$ cat src/rtl/add_round_key_seq.sv
// Handshaked, multi-beat AES AddRoundKey stage: XORs one LANE_W lane per cycle, MSB lane first.
// Optional feature macro ARK_BYPASS_EN adds a bypass input that passes the state through unmodified.
module add_round_key_seq #(
    parameter int STATE_W = 128,
    parameter int LANE_W  = 32
) (
    input  logic               clk,
    input  logic               rst,
    input  logic               in_valid,
    output logic               in_ready,
    input  logic [STATE_W-1:0] state_in,
    input  logic [STATE_W-1:0] round_key,
`ifdef ARK_BYPASS_EN
    input  logic               bypass,
`endif
    output logic               out_valid,
    input  logic               out_ready,
    output logic [STATE_W-1:0] state_out,
    output logic               busy
);

    localparam int BEATS = STATE_W / LANE_W;
    localparam int CNT_W = (BEATS > 1) ? $clog2(BEATS) : 1;
    localparam logic [CNT_W-1:0] LAST_BEAT = CNT_W'(BEATS - 1);

    typedef enum logic [1:0] {IDLE, BUSY, DONE} state_t;

    state_t             state_q, state_d;
    logic [CNT_W-1:0]   cnt_q, cnt_d;
    logic [STATE_W-1:0] data_q, key_q;
    logic [STATE_W-1:0] result_q, result_d;
    logic               accept;
    logic               last_beat;

    assign in_ready  = (state_q == IDLE) || ((state_q == DONE) && out_ready);
    assign accept    = in_valid && in_ready;
    assign last_beat = (cnt_q == LAST_BEAT);

    assign out_valid = (state_q == DONE);
    assign busy      = (state_q == BUSY);
    assign state_out = result_q;

    always_comb begin
        state_d = state_q;
        cnt_d   = cnt_q;
        unique case (state_q)
            IDLE: begin
                if (accept) begin
                    state_d = BUSY;
                    cnt_d   = '0;
                end
            end
            BUSY: begin
                if (last_beat) begin
                    state_d = DONE;
                    cnt_d   = '0;
                end else begin
                    cnt_d = cnt_q + 1'b1;
                end
            end
            DONE: begin
                // Output handshake and the next accept share this edge.
                if (out_ready) begin
                    state_d = accept ? BUSY : IDLE;
                    cnt_d   = '0;
                end
            end
            default: state_d = IDLE;
        endcase
    end

    always_comb begin
        result_d = result_q;
        if (state_q == BUSY) begin
            for (int k = 0; k < BEATS; k++) begin
                if (cnt_q == CNT_W'(k)) begin
                    result_d[STATE_W-1-k*LANE_W -: LANE_W] =
                        data_q[STATE_W-1-k*LANE_W -: LANE_W] ^
                        key_q[STATE_W-1-k*LANE_W -: LANE_W];
                end
            end
        end
    end

    always_ff @(posedge clk) begin
        if (rst) begin
            state_q  <= IDLE;
            cnt_q    <= '0;
            data_q   <= '0;
            key_q    <= '0;
            result_q <= '0;
        end else begin
            state_q  <= state_d;
            cnt_q    <= cnt_d;
            result_q <= result_d;
            if (accept) begin
                data_q <= state_in;
                // A bypassed block is stored with a zero key so the XOR passes the state through.
`ifdef ARK_BYPASS_EN
                key_q  <= bypass ? '0 : round_key;
`else
                key_q  <= round_key;
`endif
            end
        end
    end

endmodule

$ cat config.mk
export PLATFORM = sky130hd
export DESIGN_NAME = add_round_key_seq
export DESIGN_NICKNAME = d
export VERILOG_FILES = /design/src/rtl/add_round_key_seq.sv
export SDC_FILE = /design/constraint.sdc
export NUM_CORES = 1
export LEC_CHECK = 0
export BUFFER_PORTS_ARGS = -buffer_cell sky130_fd_sc_hd__clkbuf_2
export CAP_MARGIN = 25
export CORE_UTILIZATION = 55
export CTS_BUF_LIST = sky130_fd_sc_hd__clkbuf_4
export CTS_CLUSTER_DIAMETER = 80
export DETAILED_ROUTE_END_ITERATION = 16
export PLACE_DENSITY = 0.87
export SYNTH_ARGS = -nofsm -noshare
export SYNTH_HDL_FRONTEND = slang
export SYNTH_SLANG_ARGS = --single-unit
$ cat constraint.sdc
create_clock -name clk -period 1.7 [get_ports clk]
set_input_delay 0.17 -clock clk [delete_from_list [all_inputs] [get_ports clk]]
set_output_delay 0.17 -clock clk [all_outputs]
set_load 0.02 [all_outputs]
### Word level (Yosys, flattened, before mapping)

Cells that the tools add are included.

* add/sub/neg operators: 1
* equal/unequal tests: 8
* mux-type cells: 9
* bitwise operators: 4
* reductions and logical operators: 12

Operators by type and width (number)
* $xor A32 B32 Y32: 4
* $mux W2: 6
* $pmux W2 S3: 2
* $reduce_and A2 Y1: 4
* $eq A2 B2 Y1 const B: 3
* $reduce_and A3 Y1: 2
* $eq A2 B1 Y1 const B: 2
* $logic_not A2 Y1: 2
* $ne A2 B1 Y1 const B: 2
* $reduce_bool A3 Y1: 1
* $add A2 B1 Y2 const B: 1
* $logic_and A1 B1 Y1: 2
* $ne A2 B2 Y1 const B: 1
* $logic_or A1 B1 Y1: 1
* $mux W1: 1

* register bits after elaboration: 388
* bits of input ports: 260
* output and inout bits: 131

### Longest topological paths before layout

* depth after elaboration: 7
* gate-level depth with buffers: 7
* gate-level depth less buffers: 5

### Least setup slack after synthesis

Ideal clock, no wire load.

* path kind: register to register
* start point: register cnt_q[0]
* end point: register result_q[117], in the netlist state_out[117]
* arrival: 1.286 ns
* data required time: 1.614 ns
* path slack: 0.329 ns
* cell stages (with the launch flop): 7
* buffers on the path: 2
* path through: dfxtp_1 -> inv_1 -> ha_1 -> and3b_1 -> buf_4 -> buf_4 -> a211oi_1

* longest elaborated chain between the ends: 2

Ends and longest elaborated chain
* start: declaration: RTL line 29 `logic [CNT_W-1:0] cnt_q, cnt_d;`
* start signal: assignment: RTL line 94 `cnt_q <= cnt_d;`
* $logic_not A2 Y1: RTL line 76 `if (cnt_q == CNT_W'(k)) begin`
* $reduce_and A2 Y1 (no line)
* end signal: assignment: RTL line 95 `result_q <= result_d;`
* end: declaration: RTL line 31 `logic [STATE_W-1:0] result_q, result_d;`

Every way passes these cells.
A chain may end at the register's enable or synchronous reset.

### Worst setup path in the final report

* start point: register state_q[0]
* end point: register key_q[21]

* longest elaborated chain between the ends: 4

Ends and longest elaborated chain
* start: declaration: RTL line 28 `state_t state_q, state_d;`
* start signal: assignment: RTL line 93 `state_q <= state_d;`
* $eq A2 B2 Y1: RTL line 35 `assign in_ready = (state_q == IDLE) || ((state_q == DONE) && out_ready);`
* $logic_and A1 B1 Y1: RTL line 35
* $logic_or A1 B1 Y1 (*): RTL line 35
* $logic_and A1 B1 Y1 (*): RTL line 36 `assign accept = in_valid && in_ready;`
* end signal: assignment: RTL line 102 `key_q <= round_key;`
* end: declaration: RTL line 30 `logic [STATE_W-1:0] data_q, key_q;`

Mark *: on every way between the ends. The rest lies on a longest branch, timed or not.

==> results by stage <==
Placed design:
- The congestion estimate from routability-driven global placement came to 0.7879.
- In this run, placement finished with an instance count of 2395.
- Port buffering added 390 buffers.
- After legalization and detailed placement, the total HPWL measured 26.71 mm.
- In this run the cell area measured after placement is 0.01941 mm^2.

Worst setup path:
- The worst path required time is 2330 ps.
- The worst setup path is of the reg -> reg kind.
- The maximum fanout count along the critical path is 30.
- The worst setup path is launched from a flop.
- The data arrival time at the worst-slack endpoint is 2340 ps.
- STA classifies the critical path endpoint as a flop.

Clocking:
- The CTS sink count is 388.
- The number of clock buffers inserted by TritonCTS is 99.
- The clock insertion delay at the later pin of the skew report is 730 ps.
- The library cell used as clock root buffer is sky130_fd_sc_hd__clkbuf_4.
- The clock tree synthesis step divided the H-tree into 3 levels.
- The maximum clock path buffer count is 3.
- The clock-pin slew on the worst setup and hold paths is 60 ps.
- The TritonCTS clock tree is done.

Synth:
- The number of distinct standard cells referenced by the synthesized netlist is 24.
- Yosys printed 0 warnings.
- The cell count after synthesis came out at 1701.
- The synthesized flop and latch total is 388.
- When the netlist entered floorplanning its net count stood at 1965.
- The post-synthesis area per instance is 10.30 um^2.
- The most used flip-flop cell after synthesis is sky130_fd_sc_hd__dfxtp_1.
- The sequential fraction of the synthesis area is 0.4432.
- The summed instance area of the synthesized netlist is 0.01752 mm^2.
- Of all flip-flops after synthesis, the portion carrying an async set or reset was 0.
- Counting flops with a built-in enable in the synthesized netlist gives 0.

Run:
- The max-capacitance violation count is 0.

Global routing:
- The via count of the first global-routing pass is 16440.
- The total track usage is 0.3222.
- The wire length of the first global-routing pass is 84.21 mm.
- The number of antenna violations at the first check in global routing is 3.
- The pin count of the biggest net entering global routing is 95.
- The aggregate global routing overflow is 0.

Floorplanning:
- The top-level I/O count is 391.
- The core region is 0.03099 mm^2.
- The cell row count is 64.
- The die is 180.5 um wide.
- For this configuration, the core starts out at a cell density of 0.5655.
- The die covers 0.03258 mm^2.
- The die is 180.5 um tall.

STA:
- Of the available clock period, the critical path in the final layout requires 1.010.
- Based on the critical path, the design can be clocked at up to 582.4 MHz.
- The tightest hold margin is 241.3 ps.
- The number of hold violations in the final report is 0.
- The post-layout worst setup margin is -17.01 ps.
- The worst pin sits at a relative slew slack of 0.7351.
- The total setup violations reported at the end of the flow is 1.
- At the pin with the least slew margin, the transition time is 397.4 ps.
- For the finished layout, the period the worst path requires is 1717 ps.
- Clock skew on the completed layout was measured at 39.59 ps.
- Setup repair after global routing could not meet its margin everywhere.
- The max-slew violation count was 0.
- The aggregate negative setup slack is -17.01 ps.

Detailed routing:
- The post-route antenna net violation count is 0.
- Summing over every cut layer, the via total after detailed routing is 15380.
- The detailed-route wire length per cell is 19.60 um.
- The number of remaining DRC errors is 0.
- The overall routed net length is 55.75 mm.
- The first detailed-routing pass took 5 iterations.
- The detailed-route vias per instance is 5.405.
- The detailed router finished its first iteration with 1054 violations.

Layout:
- Leaving out filler cells and counting taps, the final layout contains 2845.
- In the layout the commonest cells are sky130_fd_sc_hd__nand2b_1 (513), sky130_fd_sc_hd__clkbuf_2 (386), sky130_fd_sc_hd__dfxtp_1 (385), sky130_fd_sc_hd__dlygate4sd3_1 (268), sky130_fd_sc_hd__mux2i_1 (254).
- The number of filler instances in the final layout is 1698.
- After routing the design area is 0.02370 mm^2.
- The area growth from synthesis to final layout is 35.22%.
- The most common cell after layout, fill and taps aside is sky130_fd_sc_hd__nand2b_1.
- The layout net count is 2644.
- In the final layout, the share of cells above drive strength 1 is 0.2658.

Hold path:
- The worst hold path belongs to the class in -> reg.

Power and ir drop:
- For this design the ratio of total power to cell area is 912.7 mW/mm^2.
- The total power after layout is 21.63 mW.
- The maximum vdd ir drop is 0.7832 mV.
- Summed over all cells, the static leakage comes to 9.735 nW.

Run status:
- The final reports fail on setup timing.
- The run finished, with violations left.
## power by group
part           internal [mW]  switching (mW)
Sequential              9.63           0.424
Clock                   4.13            3.95
Combinational           1.84            1.65
Total                   15.6            6.02
## synthesized netlist by cell type, types with 3 or more instances
library cell / n / share of area
sky130_fd_sc_hd__inv_1: 3 / 0.00064
sky130_fd_sc_hd__clkbuf_1: 62 / 0.013
sky130_fd_sc_hd__buf_12: 25 / 0.029
sky130_fd_sc_hd__dfxtp_1: 388 / 0.44
sky130_fd_sc_hd__and3b_1: 4 / 0.0020
sky130_fd_sc_hd__a211oi_2: 26 / 0.019
sky130_fd_sc_hd__a21oi_1: 3 / 0.00086
sky130_fd_sc_hd__buf_6: 15 / 0.0096
sky130_fd_sc_hd__buf_2: 20 / 0.0057
sky130_fd_sc_hd__buf_4: 8 / 0.0034
sky130_fd_sc_hd__xnor2_1: 128 / 0.064
sky130_fd_sc_hd__nor2b_1: 3 / 0.0011
sky130_fd_sc_hd__mux2i_1: 256 / 0.15
sky130_fd_sc_hd__ha_1: 4 / 0.0029
sky130_fd_sc_hd__nor2_1: 131 / 0.028
sky130_fd_sc_hd__a211oi_1: 102 / 0.044
sky130_fd_sc_hd__nand2b_1: 513 / 0.18
## registers in the layout, summed over array words and instances, names as in the netlist
signal,flops
cnt_q,2
data_q,128
key_q,128
state_out,128
state_q,2
## cell type report
class | count | area [um^2] | share of cell area
Multi-Input combinational cell | 1179 | 8763 | 0.3698
Antenna cell | 4 | 10.01 | 0.0004224
Sequential cell | 388 | 7774 | 0.3281
Clock buffer | 150 | 1126 | 0.04752
Inverter | 3 | 11.26 | 0.0004752
Timing Repair Buffer | 709 | 5424 | 0.2289
Clock inverter | 16 | 92.59 | 0.003907
Tap cell | 396 | 495.5 | 0.02091
## stage by stage
step / setup WS [ps] / util
5_1_grt: -58.54 / 0.7646
4_1_cts: -14.57 / 0.7553
2_1_floorplan: 328.9 / -
6_report: -17.01 / 0.7647
3_3_place_gp: 182.7 / 0.6263
3_5_place_dp: 78.15 / 0.6263
## layer usage
metal	global-route usage	vias up	share of wire	wire length [um]
met4	0.2089	2	0.060	3335
met2	0.5805	795	0.51	28370
met5	0	-	0.00030	17
li1	-	7018	-	-
met3	0.07902	267	0.069	3853
met1	0.3334	7294	0.36	20180
## final timing paths
| path | start | to | slack (ps) | cells past startpoint |
|---|---|---|---|---|
| min reg2reg | key_q[5] | key_q[5] | 480 | 2 |
| max reg2reg | state_q[0] | key_q[21] | -20 | 5 |
| min | state_in[74] | data_q[74] | 240 | 4 |
| max | state_q[0] | key_q[21] | -20 | 5 |
## worst max-delay path: stages (launching register included)
cell and delay, ps:
sky130_fd_sc_hd__dfxtp_4 370, sky130_fd_sc_hd__buf_4 160, sky130_fd_sc_hd__nor3b_4 260, sky130_fd_sc_hd__buf_12 270
sky130_fd_sc_hd__buf_16 250, sky130_fd_sc_hd__mux2i_1 270
## timing repair
item / 4_1_cts / 5_1_grt
hold buffers: 269 / 0
hold endpoints to repair: 271 / 0
buffers inserted: 4 / 2
resized for setup: 13 / 29
gates cloned: 0 / 6
pin swaps: 0 / 3
setup endpoints to repair: 3 / 114
## cells by family (layout without fill, tap and decap cells)
group / count (synthesis) / count (layout) / synth area share
buffers and inverters: 134 / 878 / 0.06212
AOI/OAI and AO/OA: 134 / 134 / 0.06440
other: 0 / 4 / 0
DFF: 388 / 388 / 0.4432
xor gates and xnor gates: 128 / 128 / 0.06397
muxes: 256 / 256 / 0.1462
adders and majority gates: 4 / 4 / 0.002856
and+or+nand+nor: 657 / 657 / 0.2172
Note: power is estimated with default switching activity, not from simulation.
